--- src/rtl/pong_pkg.sv ---
// Shared Pong definitions: paddle FSM states and screen geometry used by the
// paddle, ball and draw-checker logic.
package pong_pkg;

  typedef enum logic [1:0] {
    IDLE = 2'd0,
    UP   = 2'd1,
    DOWN = 2'd2
  } paddle_state_t;

  localparam int DEFAULT_V_CNT_WID     = 10;
  localparam int DEFAULT_SCREEN_HEIGHT = 480;
  localparam int DEFAULT_PLAYER_HEIGHT = 64;

endpackage

--- src/rtl/btn_synchronizer.sv ---
// Two-flop synchroniser for a bundle of asynchronous push buttons.
module btn_synchronizer #(
  parameter int WIDTH = 1
) (
  input  logic             clk,
  input  logic             rst,
  input  logic [WIDTH-1:0] btnAsync,
  output logic [WIDTH-1:0] btnSync
);

  logic [WIDTH-1:0] metaStage;

  always_ff @(posedge clk) begin
    if (rst) begin
      metaStage <= '0;
      btnSync   <= '0;
    end else begin
      metaStage <= btnAsync;
      btnSync   <= metaStage;
    end
  end

endmodule

--- src/rtl/player_paddle_ctrl.sv ---
// One player's paddle: per-frame movement with hold-to-accelerate, screen clamping,
// and a delayed per-line isValidY qualifier aligned with the draw pipeline.
module player_paddle_ctrl
  import pong_pkg::*;
#(
  parameter int PIPELINE_STAGES = 2,
  parameter int V_CNT_WID       = DEFAULT_V_CNT_WID,
  parameter int SCREEN_HEIGHT   = DEFAULT_SCREEN_HEIGHT,
  parameter int PLAYER_HEIGHT   = DEFAULT_PLAYER_HEIGHT,
  parameter int SPEED_MIN       = 2,
  parameter int SPEED_MAX       = 8,
  parameter int ACCEL_FRAMES    = 8
) (
  input  logic                 clk,
  input  logic                 rst,
  input  logic                 btnUp,
  input  logic                 btnDown,
  input  logic                 frameStart,
  input  logic [V_CNT_WID-1:0] drawY,
  output logic [V_CNT_WID-1:0] playerY,
  output logic                 isValidY
);

  localparam int VW1     = V_CNT_WID + 1;
  localparam int CNT_WID = (ACCEL_FRAMES > 1) ? $clog2(ACCEL_FRAMES) : 1;

  localparam logic [V_CNT_WID-1:0] START_Y  = V_CNT_WID'((SCREEN_HEIGHT - PLAYER_HEIGHT) / 2);
  localparam logic [V_CNT_WID-1:0] MAX_Y    = V_CNT_WID'(SCREEN_HEIGHT - PLAYER_HEIGHT);
  localparam logic [V_CNT_WID-1:0] SPD_MIN  = V_CNT_WID'(SPEED_MIN);
  localparam logic [V_CNT_WID-1:0] SPD_MAX  = V_CNT_WID'(SPEED_MAX);
  localparam logic [CNT_WID-1:0]   CNT_LAST = CNT_WID'(ACCEL_FRAMES - 1);

  logic [1:0] btnSync;
  logic       upOnly;
  logic       downOnly;

  btn_synchronizer #(
    .WIDTH(2)
  ) uBtnSync (
    .clk      (clk),
    .rst      (rst),
    .btnAsync ({btnUp, btnDown}),
    .btnSync  (btnSync)
  );

  assign upOnly   = btnSync[1] & ~btnSync[0];
  assign downOnly = btnSync[0] & ~btnSync[1];

  paddle_state_t           state;
  paddle_state_t           dirReq;
  paddle_state_t           nextState;
  logic [V_CNT_WID-1:0]    speed;
  logic [V_CNT_WID-1:0]    nextSpeed;
  logic [V_CNT_WID-1:0]    nextY;
  logic [CNT_WID-1:0]      accelCnt;
  logic [CNT_WID-1:0]      nextCnt;
  logic [CNT_WID-1:0]      cntInc;
  logic [V_CNT_WID:0]      downSum;

  // The move this frame uses the speed after this frame's acceleration update.
  always_comb begin
    dirReq    = upOnly ? UP : (downOnly ? DOWN : IDLE);
    nextState = state;
    nextSpeed = speed;
    nextCnt   = accelCnt;
    cntInc    = accelCnt + CNT_WID'(1);
    if (dirReq == IDLE) begin
      nextState = IDLE;
      nextSpeed = SPD_MIN;
      nextCnt   = '0;
    end else if (state != dirReq) begin
      nextState = dirReq;
      nextSpeed = SPD_MIN;
      nextCnt   = '0;
    end else if (cntInc == CNT_LAST) begin
      nextCnt   = '0;
      nextSpeed = (speed >= SPD_MAX) ? SPD_MAX : speed + V_CNT_WID'(1);
    end else begin
      nextCnt   = cntInc;
    end

    downSum = {1'b0, playerY} + {1'b0, nextSpeed};
    nextY   = playerY;
    case (nextState)
      UP:      nextY = (playerY < nextSpeed) ? '0 : playerY - nextSpeed;
      DOWN:    nextY = (downSum > {1'b0, MAX_Y}) ? MAX_Y : downSum[V_CNT_WID-1:0];
      default: nextY = playerY;
    endcase
  end

  always_ff @(posedge clk) begin
    if (rst) begin
      state    <= IDLE;
      speed    <= SPD_MIN;
      accelCnt <= '0;
      playerY  <= START_Y;
    end else if (frameStart) begin
      state    <= nextState;
      speed    <= nextSpeed;
      accelCnt <= nextCnt;
      playerY  <= nextY;
    end
  end

  logic [V_CNT_WID:0] paddleEnd;
  logic               rawValid;

  assign paddleEnd = {1'b0, playerY} + VW1'(PLAYER_HEIGHT);
  assign rawValid  = ({1'b0, drawY} >= {1'b0, playerY}) && ({1'b0, drawY} < paddleEnd);

  generate
    if (PIPELINE_STAGES == 0) begin : gNoPipe
      assign isValidY = rawValid;
    end else begin : gPipe
      logic [PIPELINE_STAGES-1:0] validPipe;

      always_ff @(posedge clk) begin
        if (rst) begin
          validPipe <= '0;
        end else begin
          validPipe[0] <= rawValid;
          for (int i = 1; i < PIPELINE_STAGES; i++) begin
            validPipe[i] <= validPipe[i-1];
          end
        end
      end

      assign isValidY = validPipe[PIPELINE_STAGES-1];
    end
  endgenerate

endmodule
--- config.mk ---
export PLATFORM = sky130hd
export DESIGN_NAME = player_paddle_ctrl
export DESIGN_NICKNAME = d
export VERILOG_FILES = /design/src/rtl/pong_pkg.sv /design/src/rtl/btn_synchronizer.sv /design/src/rtl/player_paddle_ctrl.sv
export SDC_FILE = /design/constraint.sdc
export NUM_CORES = 1
export LEC_CHECK = 0
export ABC_CLOCK_PERIOD_IN_PS = 3600
export CORE_MARGIN = 5
export CORE_UTILIZATION = 53
export CTS_CLUSTER_DIAMETER = 120
export DETAILED_ROUTE_END_ITERATION = 8
export PLACE_DENSITY = 0.81
export SYNTH_ARGS = -nofsm -noshare
export SYNTH_HDL_FRONTEND = slang
export SYNTH_SLANG_ARGS = --single-unit
--- constraint.sdc ---
create_clock -name clk -period 3.6 [get_ports clk]
set_input_delay 0.36 -clock clk [delete_from_list [all_inputs] [get_ports clk]]
set_output_delay 0.36 -clock clk [all_outputs]
set_load 0.005 [all_outputs]
* Word-level counts from Yosys, hierarchy flattened
Cells that the tools add are included.
** Operators by class
- Bitwise logic cells :: 4
- Order comparisons :: 5
- Multiplexer cells :: 14
- Reduce and logical (&&, ||, !) cells :: 4
- Eq/ne operators :: 4
- $add $sub $neg :: 5
** Operator list (count)
- $mux W10 :: 6
- $pmux W10 S2 :: 1
- $add A10 B10 Y11 :: 1
- $add A10 B7 Y11 const B :: 1
- $gt A11 B9 Y1 const B :: 1
- $lt A10 B11 Y1 :: 1
- $add A10 B1 Y10 const B :: 1
- $ge A10 B10 Y1 :: 1
- $ge A10 B4 Y1 const B :: 1
- $lt A10 B10 Y1 :: 1
- $sub A10 B10 Y10 :: 1
- $mux W3 :: 3
- $mux W2 :: 4
- $add A3 B1 Y3 const B :: 1
- $eq A3 B3 Y1 const B :: 1
- $and A1 B1 Y1 :: 2
- $eq A2 B1 Y1 const B :: 1
- $eq A2 B2 Y1 const B :: 1
- $logic_not A2 Y1 :: 1
- $ne A2 B2 Y1 :: 1
- $not A1 Y1 :: 2
- $reduce_and A2 Y1 :: 1
- $reduce_bool A2 Y1 :: 1
- $logic_and A1 B1 Y1 :: 1
** Word-level totals
- Register bits after elaboration :: 31
- Logic and storage cells :: 43
- Output and inout port bits :: 11
- Input port bits :: 15

* Longest topological paths before layout
Gate-level depths: netlist of the first run.
- Word-level depth :: 11
- Mapped depth :: 18
- Mapped depth without buffers :: 17

* By module
From an unflattened synthesis of the first run, not the netlist that was laid out.
** Unflattened totals
- Cells, all modules :: 363
- Area, all modules :: 2939.1 um^2
** By module, submodules not included
- player_paddle_ctrl :: cells each 355, times used 1, area an instance 2834.0 um^2, seq. area each 540.5 um^2
- btn_synchronizer :: cells each 8, times used 1, area an instance 105.1 um^2, seq. area each 80.1 um^2

* Worst setup path before layout of the first run
OpenSTA, ideal clock, no wires.
- Path kind :: reg2reg
- Start :: register uBtnSync.btnSync[0]
- End :: register playerY[0]
- Required time :: 3.469 ns
- Slack :: -0.311 ns
- Setup time :: 0.131 ns
- Data arrival time :: 3.780 ns
- Path buffers :: 1
- Stages on the path, launching flop included :: 19
- Period minus slack after synthesis :: 3.911 ns
- Cell sequence :: dfxtp_1 -> inv_1 -> ha_1 -> xor2_1 -> or3_1 -> clkbuf_1 -> nor3_1 -> ha_1 -> inv_1 -> fa_1 -> o21ba_1 -> nor4_4 -> nor2_1 -> a221o_1 -> and3_1 -> o21ai_2 -> nor2_1 -> a21oi_1 -> o32ai_1
** Between the ends
- Word-level cells in the longest chain between the ends :: 10
- Elaborated cells on any way between the ends :: 22
- Classes of those cells :: add/sub (2); order compare (2); eq/ne (3); mux (9); bitwise (3); reduce/logical (3)
** Ends and longest elaborated chain
- from (decl) :: line btn_synchronizer.sv:8 : output logic [WIDTH-1:0] btnSync
- from (signal assigned) :: line btn_synchronizer.sv:19 : btnSync <= metaStage;
- $and A1 B1 Y1 / $not A1 Y1 (equally long branches) :: line player_paddle_ctrl.sv:47, player_paddle_ctrl.sv:46
- $mux W2 / $and A1 B1 Y1 (equally long branches) :: line player_paddle_ctrl.sv:62, player_paddle_ctrl.sv:46
- $mux W2 (*) :: line player_paddle_ctrl.sv:62 : dirReq = upOnly ? UP : (downOnly ? DOWN : IDLE);
- $ne A2 B2 Y1 :: line player_paddle_ctrl.sv:71 : end else if (state != dirReq) begin
- $mux W10 :: line player_paddle_ctrl.sv:71
- $mux W10 (*) :: line player_paddle_ctrl.sv:67 : if (dirReq == IDLE) begin
- named net nextSpeed[0] :: line player_paddle_ctrl.sv:53 : logic [V_CNT_WID-1:0] nextSpeed;
- $add A10 B10 Y11 :: line player_paddle_ctrl.sv:82 : downSum = {1'b0, playerY} + {1'b0, nextSpeed};
- $gt A11 B9 Y1 :: line player_paddle_ctrl.sv:86 : DOWN: nextY = (downSum > {1'b0, MAX_Y}) ? MAX_Y : downSum[V_CNT_WID-1:0];
- $mux W10 :: line player_paddle_ctrl.sv:86
- $pmux W10 S2 (*) :: line player_paddle_ctrl.sv:84 : case (nextState)
- to (signal assigned) :: line player_paddle_ctrl.sv:101 : playerY <= nextY;
- to (decl) :: line player_paddle_ctrl.sv:20 : output logic [V_CNT_WID-1:0] playerY,
The timed path passes the listed nets; every way through them passes the cells marked *.
A chain may end at the register's enable or synchronous reset.

* Final worst setup path of the first run
- Start :: register speed[9]
- End :: register playerY[5]
** Between the ends
- Word-level cells in the longest chain between the ends :: 9
- Elaborated cells on any way between the ends :: 13
- Classes of those cells :: add/sub (3); order compare (3); mux (7)
** Ends and longest elaborated chain
- from (decl) :: line player_paddle_ctrl.sv:52 : logic [V_CNT_WID-1:0] speed;
- from (signal assigned) :: line player_paddle_ctrl.sv:99 : speed <= nextSpeed;
- $ge A10 B4 Y1 (*) :: line player_paddle_ctrl.sv:77 : nextSpeed = (speed >= SPD_MAX) ? SPD_MAX : speed + V_CNT_WID'(1);
- $mux W10 (*) :: line player_paddle_ctrl.sv:77
- $mux W10 (*) :: line player_paddle_ctrl.sv:75 : end else if (cntInc == CNT_LAST) begin
- $mux W10 (*) :: line player_paddle_ctrl.sv:71
- $mux W10 (*) :: line player_paddle_ctrl.sv:67
- named net nextSpeed[0] :: line player_paddle_ctrl.sv:53
- $add A10 B10 Y11 :: line player_paddle_ctrl.sv:82
- $gt A11 B9 Y1 :: line player_paddle_ctrl.sv:86
- $mux W10 :: line player_paddle_ctrl.sv:86
- $pmux W10 S2 (*) :: line player_paddle_ctrl.sv:84
Marked as above.

==> results.py, run 1 <==
metrics = {
    "setup_path": {
        "path_cells": "or4_4, nor4_4, nor2_4, nor3_4, ha_2, inv_2, fa_2, o21ba_4, nor4_4, nor2_1, a221o_1, buf_4, and3_4, o21ai_4, o21ai_0, a221oi_1",
        "worstSetupStartpointType": "register",
        "crit_family": "simple AND/OR/NAND/NOR gates",
        "crit_type": "reg2reg",
        "cp.buffers_inverters": 2,
        "cp_slowest_cell": "or4_4",
        "timing.rr.end": "playerY[5]",
        "cp-end-kind": "register",
        "cpPeakStageDelay_ns": 0.53,
        "required_ns": 3.80,
        "cp_max_fo": 5,
        "crit_top_cell": "nor4_4",
        "worstSetupStartpoint": "speed[9]",
        "reg2reg_depth": 16,
        "worstPathArrival_ns": 4.04,
        "r2r-start": "speed[9]",
        "r2r_slack_ns": -0.24,
    },
    "die": {
        "placementRows": 26,
        "die_area_sq_um": 6917,
        "core_area_sq_um": 5140,
        "die_w_um": 83.17,
        "initial_core_util_pct": 55.21,
        "die_height_um": 83.17,
        "io_pins": 26,
    },
    "cells_and_area": {
        "area_delta_synth_final_pct": 36.29,
        "final_cell_mix": "buf_4 (59), ha_1 (40), inv_1 (31)",
        "num-nets-final": 481,
        "final_common_cell": "buf_4",
        "nFillCells": 376,
        "final_cells": 493,
        "diodes": 0,
        "layout-drive-gt1-share_pct": 28.13,
    },
    "hold_path": {
        "hold_class": "reg2reg",
        "whs_path_depth": 1,
        "worstHoldStart": "gPipe.validPipe[0]",
        "min_to": "gPipe.validPipe[1]",
    },
    "clocking": {
        "clk_pin_slew_ns": 0.07,
        "clockBufferDepth": 2,
        "root_buffer": "clkbuf_8",
        "htree_levels": 2,
        "numCtsBuffers": 5,
        "cts_tree": "done",
        "cts_sinks": 31,
        "insertion_delay_ns": 0.29,
    },
    "power_and_ir_drop": {
        "comb_power_share_pct": 16.7,
        "netSwitchingFraction_pct": 25.09,
        "power.internal_mw": 0.6468,
        "total_power_mw": 0.8635,
        "clkPwrFrac_pct": 42.2,
        "seqPwrFrac_pct": 41.2,
        "ir_worst_vdd_uv": 179.8,
        "power_density_nw_per_um2": 223.3,
        "leakagePower_nw": 1.644,
        "p_switching_mw": 0.2166,
    },
    "grt": {
        "grt_max_degree": 21,
        "grt_use_total_pct": 23.12,
        "antenna_found_initial": 0,
        "grt_pass1_vias": 2896,
        "overflow": 0,
        "grt_pass1_wl_um": 13210,
    },
    "sta": {
        "rsz0062_at_grt": "yes",
        "tightest_slew_ns": 0.5524,
        "tns_ns": -1.882,
        "hold_viol": 0,
        "fin_crit_sh_pct": 106.7,
        "max_freq_mhz": 260.4,
        "final-max-slew-violation-count": 0,
        "worst_slack_ns": -0.2407,
        "maxSlewHeadroom_pct": 63.17,
        "setup_viol": 9,
        "finClkSkew_ns": 0.004211,
        "fin_crit_ns": 3.841,
    },
    "drt": {
        "drt_iter0_markers": 123,
        "totalWireLength_um": 7826,
        "vias": 2769,
        "drc": 0,
        "firstDrtPassIters": 4,
        "drt.antenna.violating_nets": 0,
        "post_drt_wl_per_cell_um": 15.87,
        "viasPerCell": 5.617,
    },
    "synth": {
        "syn_inst": 343,
        "netlist_area_sq_um": 2838,
        "synth.avg_cell_area_sq_um": 8.273,
        "synth-simple-area-share_pct": 19.89,
        "ys_dominant_reg_cell": "dfxtp_1",
        "synth_edf_count": 0,
        "synth_compound_area_share_pct": 20.94,
        "synth_top_family_by_area": "compound AO/OA/AOI/OAI gates",
        "synth-seq-area-share_pct": 21.87,
        "synthMuxAreaShare_pct": 4.586,
        "synth-adder-area-share_pct": 19.93,
        "syn_nets": 402,
        "synth.distinct_cells": 58,
        "synth-xor-area-share_pct": 5.556,
        "ys_ff_latch": 31,
        "async_flop_share_pct": 0,
        "yosys_warnings": 0,
    },
    "place": {
        "hpwl_um": 5992,
        "dp_cells": 480,
        "place_congestion": 0.9109,
        "port_buffers": 25,
    },
    "outcome": {
        "outcome": "finished with violations",
        "violations": "negative setup slack",
    },
    "flow_run": {
        "drv_cap": 0,
    },
}
[synth_stat cells (3+ instances only)]
cell | count | area share, %
ha_1 | 42 | 19
inv_1 | 33 | 4.4
nor2_1 | 32 | 4.2
dfxtp_1 | 31 | 22
a21oi_1 | 19 | 3.4
nand2_1 | 14 | 1.9
mux2i_1 | 13 | 4.6
nor3_1 | 13 | 2.3
xnor2_1 | 13 | 4.0
nor2b_1 | 12 | 2.6
nand3_1 | 10 | 1.8
o21ai_0 | 9 | 1.6
clkbuf_1 | 8 | 1.1
nand2b_1 | 6 | 1.3
o21a_1 | 5 | 1.3
or3_1 | 5 | 1.1
xor2_1 | 5 | 1.5
a211oi_1 | 4 | 1.1
a221oi_1 | 4 | 1.2
o31ai_1 | 4 | 1.1
a221o_1 | 3 | 1.1
a31oi_1 | 3 | 0.66
inv_2 | 3 | 0.40
o21bai_1 | 3 | 0.79
[through the flow]
step	setup slack [ns]	util [%]	hold WS [ns]	instance area, sq um
2_1_floorplan	-0.03624	-	0.4138	2900
3_3_place_gp	-0.1917	69.47	0.4282	3571
3_5_place_dp	-0.3366	69.47	0.4320	3571
4_1_cts	-0.2366	74.46	0.4550	3827
5_1_grt	-0.4156	75.24	0.4658	3867
6_report	-0.2407	75.24	0.4470	3867
[repair_timing]
action / in CTS / in global routing
resized for setup: 24 / 9
pin swaps: 15 / 5
setup buffers: 5 / 0
hold buffers: 0 / 0
endpoints found under the setup margin: 9 / 10
endpoints found under the hold margin: 0 / 0
gates cloned: 0 / 0
[registers in the layout (all words and copies together), names as in the netlist]
signal	count
accelCnt	3
gPipe.validPipe	2
playerY	10
speed	10
state	2
uBtnSync.btnSync	2
uBtnSync.metaStage	2
[area by class of cell]
class	instances	area, sq um	share of cell area [%]
multi-input combinational	263	2200	56.87
timing repair buffer	85	704.4	18.21
sequential	31	623.1	16.11
inverter	36	135.1	3.494
tap	70	87.58	2.265
clock buffer	6	82.58	2.135
clock inverter	2	35.03	0.9059
[worst max path at each step]
stage	slack [ns]	to	cells past startpoint
after global routing	-0.42	playerY[7]	17
after detailed placement	-0.34	playerY[3]	17
after floorplan	-0.04	playerY[1]	15
final	-0.24	playerY[5]	16
after global placement	-0.19	playerY[1]	16
after CTS	-0.24	playerY[0]	17
[layer usage]
metal / part of all wire [%] / vias to the layer above / track usage (%) / wire length [um]
met1: 45 / 1320 / 27.82 / 3501
met4: 2.2 / 0 / 10.25 / 174
met3: 3.7 / 18 / 4.851 / 292
met2: 49 / 61 / 39.43 / 3857
li1: - / 1370 / - / -
met5: 0 / - / 0 / 0
[worst register-to-register path, delay by kind of cell, from the launching register on]
family,cells,cell delay [ns]
AOI/OAI and AO/OA,5,1.22
adders and majority gates,2,0.55
buffers and inverters,2,0.20
DFF,1,0.33
and+or+nand+nor,7,1.43
[kinds of logic (layout without fill, tap and decap cells)]
logic type | Yosys count | in the layout
multiplexers | 13 | 13
flip-flops | 31 | 31
XOR/XNOR | 18 | 18
AO/OA/AOI/OAI | 80 | 80
AND/OR/NAND/NOR | 108 | 108
adder cells (fa/ha/maj) | 44 | 44
buffers and inverters | 49 | 129
[power by group through the flow]
| stage | registers [mW] | logic, mW | clock network [mW] |
|---|---|---|---|
| finish | 0.355 | 0.144 | 0.364 |
| global route | 0.356 | 0.158 | 0.384 |
| CTS | 0.355 | 0.141 | 0.367 |
| detailed placement | 0.363 | 0.134 | 0 |
| global placement | 0.363 | 0.130 | 0 |
| floorplan | 0.361 | 0.0809 | 0 |
No activity file was read; power rests on OpenSTA's default activity.
==> run 2, diff against run 1 <==
--- a/config.mk
+++ b/config.mk
@@ -10,6 +10,7 @@
 export CORE_UTILIZATION = 53
 export CTS_CLUSTER_DIAMETER = 120
 export DETAILED_ROUTE_END_ITERATION = 8
+export MAX_ROUTING_LAYER = met4
 export PLACE_DENSITY = 0.81
 export SYNTH_ARGS = -nofsm -noshare
 export SYNTH_HDL_FRONTEND = slang
==> run 2 against run 1 <==
The run still ends with negative setup slack left. Routed wire length increased by 12%. Clock power about the same. Fmax decreased by 0.92%. Final cell count increased by 2.0%. Critical endpoint is now playerY[1]. Largest power group unchanged.
==> results.py, run 2 (synthesized netlist as in run 1, its figures left out) <==
metrics = {
    "clocking": {
        "root_buffer": "clkbuf_8",
        "insertion_delay_ns": 0.29,
        "clk_pin_slew_ns": 0.07,
        "htree_levels": 2,
        "numCtsBuffers": 5,
        "cts_tree": "done",
        "cts_hold_buf": 0,
        "clockBufferDepth": 2,
        "cts_sinks": 31,
    },
    "setup_path": {
        "cp_max_fo": 5,
        "r2r_slack_ns": -0.28,
        "cp_slowest_cell": "or4_4",
        "cpPeakStageDelay_ns": 0.54,
        "path_cells": "or4_4, nor4_4, nor2_4, nor3_4, ha_2, inv_2, fa_2, o21ba_4, nor4_4, nor2_1, a221o_1, xnor2_2, nor3_2, or4_4, a221oi_2",
        "cp-end-kind": "register",
        "worstSetupStartpointType": "register",
        "timing.rr.end": "playerY[1]",
        "required_ns": 3.80,
        "r2r-start": "speed[8]",
        "crit_type": "reg2reg",
        "crit_path_end": "playerY[1]",
        "reg2reg_depth": 15,
        "worstSetupStartpoint": "speed[8]",
        "worstPathArrival_ns": 4.08,
    },
    "drt": {
        "viasPerCell": 5.700,
        "drt.antenna.violating_nets": 0,
        "drt_iter0_markers": 160,
        "totalWireLength_um": 8791,
        "firstDrtPassIters": 4,
        "drc": 0,
        "post_drt_wl_per_cell_um": 17.48,
        "vias": 2867,
    },
    "place": {
        "dp_cells": 481,
        "hpwl_um": 6013,
        "post-place-ws_ns": -0.2804,
        "place_congestion": 0.9468,
        "port_buffers": 25,
        "dpl_cell_area_sq_um": 3578,
    },
    "sta": {
        "hold_viol": 0,
        "maxSlewHeadroom_pct": 67.39,
        "tightest_slew_ns": 0.4892,
        "fin_crit_ns": 3.876,
        "finClkSkew_ns": 0.006952,
        "final-max-slew-violation-count": 0,
        "setup_viol": 9,
        "max_freq_mhz": 258.0,
        "worst_slack_ns": -0.2761,
        "rsz0062_at_grt": "yes",
        "fin_crit_sh_pct": 107.7,
    },
    "grt": {
        "grt_use_total_pct": 24.45,
        "grt_pass1_wl_um": 13470,
        "overflow": 0,
        "grt_pass1_vias": 2838,
        "antenna_found_initial": 0,
        "grt_max_degree": 21,
    },
    "power_and_ir_drop": {
        "leakagePower_nw": 1.708,
        "ir_worst_vdd_uv": 188.5,
        "total_power_mw": 0.8762,
        "power_density_nw_per_um2": 218.2,
    },
    "cells_and_area": {
        "layout-drive-gt1-share_pct": 32.10,
        "area_delta_synth_final_pct": 41.53,
        "final_cell_mix": "buf_4 (68), ha_1 (37), inv_1 (31)",
        "fin_util_pct": 78.14,
        "diodes": 0,
        "final_common_cell": "buf_4",
        "num-nets-final": 491,
        "finish.instance_area_sq_um": 4016,
        "reg_top3": "playerY x10, speed x10, accelCnt x3",
        "final_cells": 503,
        "nFillCells": 377,
    },
    "die": {
        "initial_core_util_pct": 55.21,
        "placementRows": 26,
        "die_w_um": 83.17,
        "die_height_um": 83.17,
        "die_area_sq_um": 6917,
        "io_pins": 26,
        "core_area_sq_um": 5140,
    },
    "outcome": {
        "outcome": "finished with violations",
        "violations": "negative setup slack",
    },
    "hold_path": {
        "hold_class": "reg2reg",
        "whs_path_depth": 1,
    },
    "flow_run": {
        "drv_cap": 0,
    },
}
[run 2: changes by cell type in the layout (fill, tap and decap cells not counted), moves of 2 or more]
| cell | previous run | this run |
|---|---|---|
| ha_1 | 40 | 37 |
| nor3_1 | 8 | 6 |
| buf_4 | 59 | 68 |
| nor2_2 | 0 | 2 |
| o21ai_0 | 9 | 7 |
| ha_4 | 0 | 2 |
[run 2: per-layer routing]
metal  part of all wire (%)  global-route usage, %
met3                    3.7                  4.059
met2                     50                  40.01
met4                    3.4                  11.00
met5                      0                      -
met1                     42                  29.46
[run 2: power by group]
| part | switching [mW] | leakage [nW] | internal [mW] |
|---|---|---|---|
| sequential | 0.00624 | 0.252 | 0.349 |
| combinational | 0.0754 | 1.39 | 0.0785 |
| clock | 0.143 | 0.0612 | 0.224 |
[run 2: what timing repair did]
action	CTS	global route
setup endpoints to repair	9	10
gates resized for setup	23	25
pin swaps	15	3
buffers inserted	10	4
[run 2: final cells by class]
class                      count  area [sq um]  share of cell area [%]
clock buffer                   6         82.58                   2.056
timing repair buffer          95         783.3                   19.50
inverter                      36         135.1                   3.364
sequential                    31         621.8                   15.48
tap                           70         87.58                   2.181
multi-input combinational    263          2271                   56.54
clock inverter                 2         35.03                  0.8723
[run 2: worst min-delay path by stage]
stage | startpoint | end | slack (ns)
5_1_grt | gPipe.validPipe[0] | gPipe.validPipe[1] | 0.48
6_report | gPipe.validPipe[0] | gPipe.validPipe[1] | 0.45
3_3_place_gp | gPipe.validPipe[0] | gPipe.validPipe[1] | 0.43
2_1_floorplan | gPipe.validPipe[0] | gPipe.validPipe[1] | 0.41
4_1_cts | gPipe.validPipe[0] | gPipe.validPipe[1] | 0.45
3_5_place_dp | gPipe.validPipe[0] | gPipe.validPipe[1] | 0.44
[run 2: stage by stage]
stage / setup TNS [ns] / hold WS (ns)
3_5_place_dp: -1.742 / 0.4365
2_1_floorplan: -0.03624 / 0.4138
6_report: -1.977 / 0.4515
3_3_place_gp: -0.8068 / 0.4293
5_1_grt: -3.211 / 0.4819
4_1_cts: -1.355 / 0.4526
[run 2: worst max-delay path: cells and delay by family, from the launching register on]
| family | cells | cell delay, ns |
|---|---|---|
| buf+inv | 1 | 0.04 |
| flops | 1 | 0.32 |
| xor+xnor | 1 | 0.17 |
| simple gates | 8 | 1.82 |
| compound gates | 3 | 0.85 |
| fa+ha+maj | 2 | 0.60 |
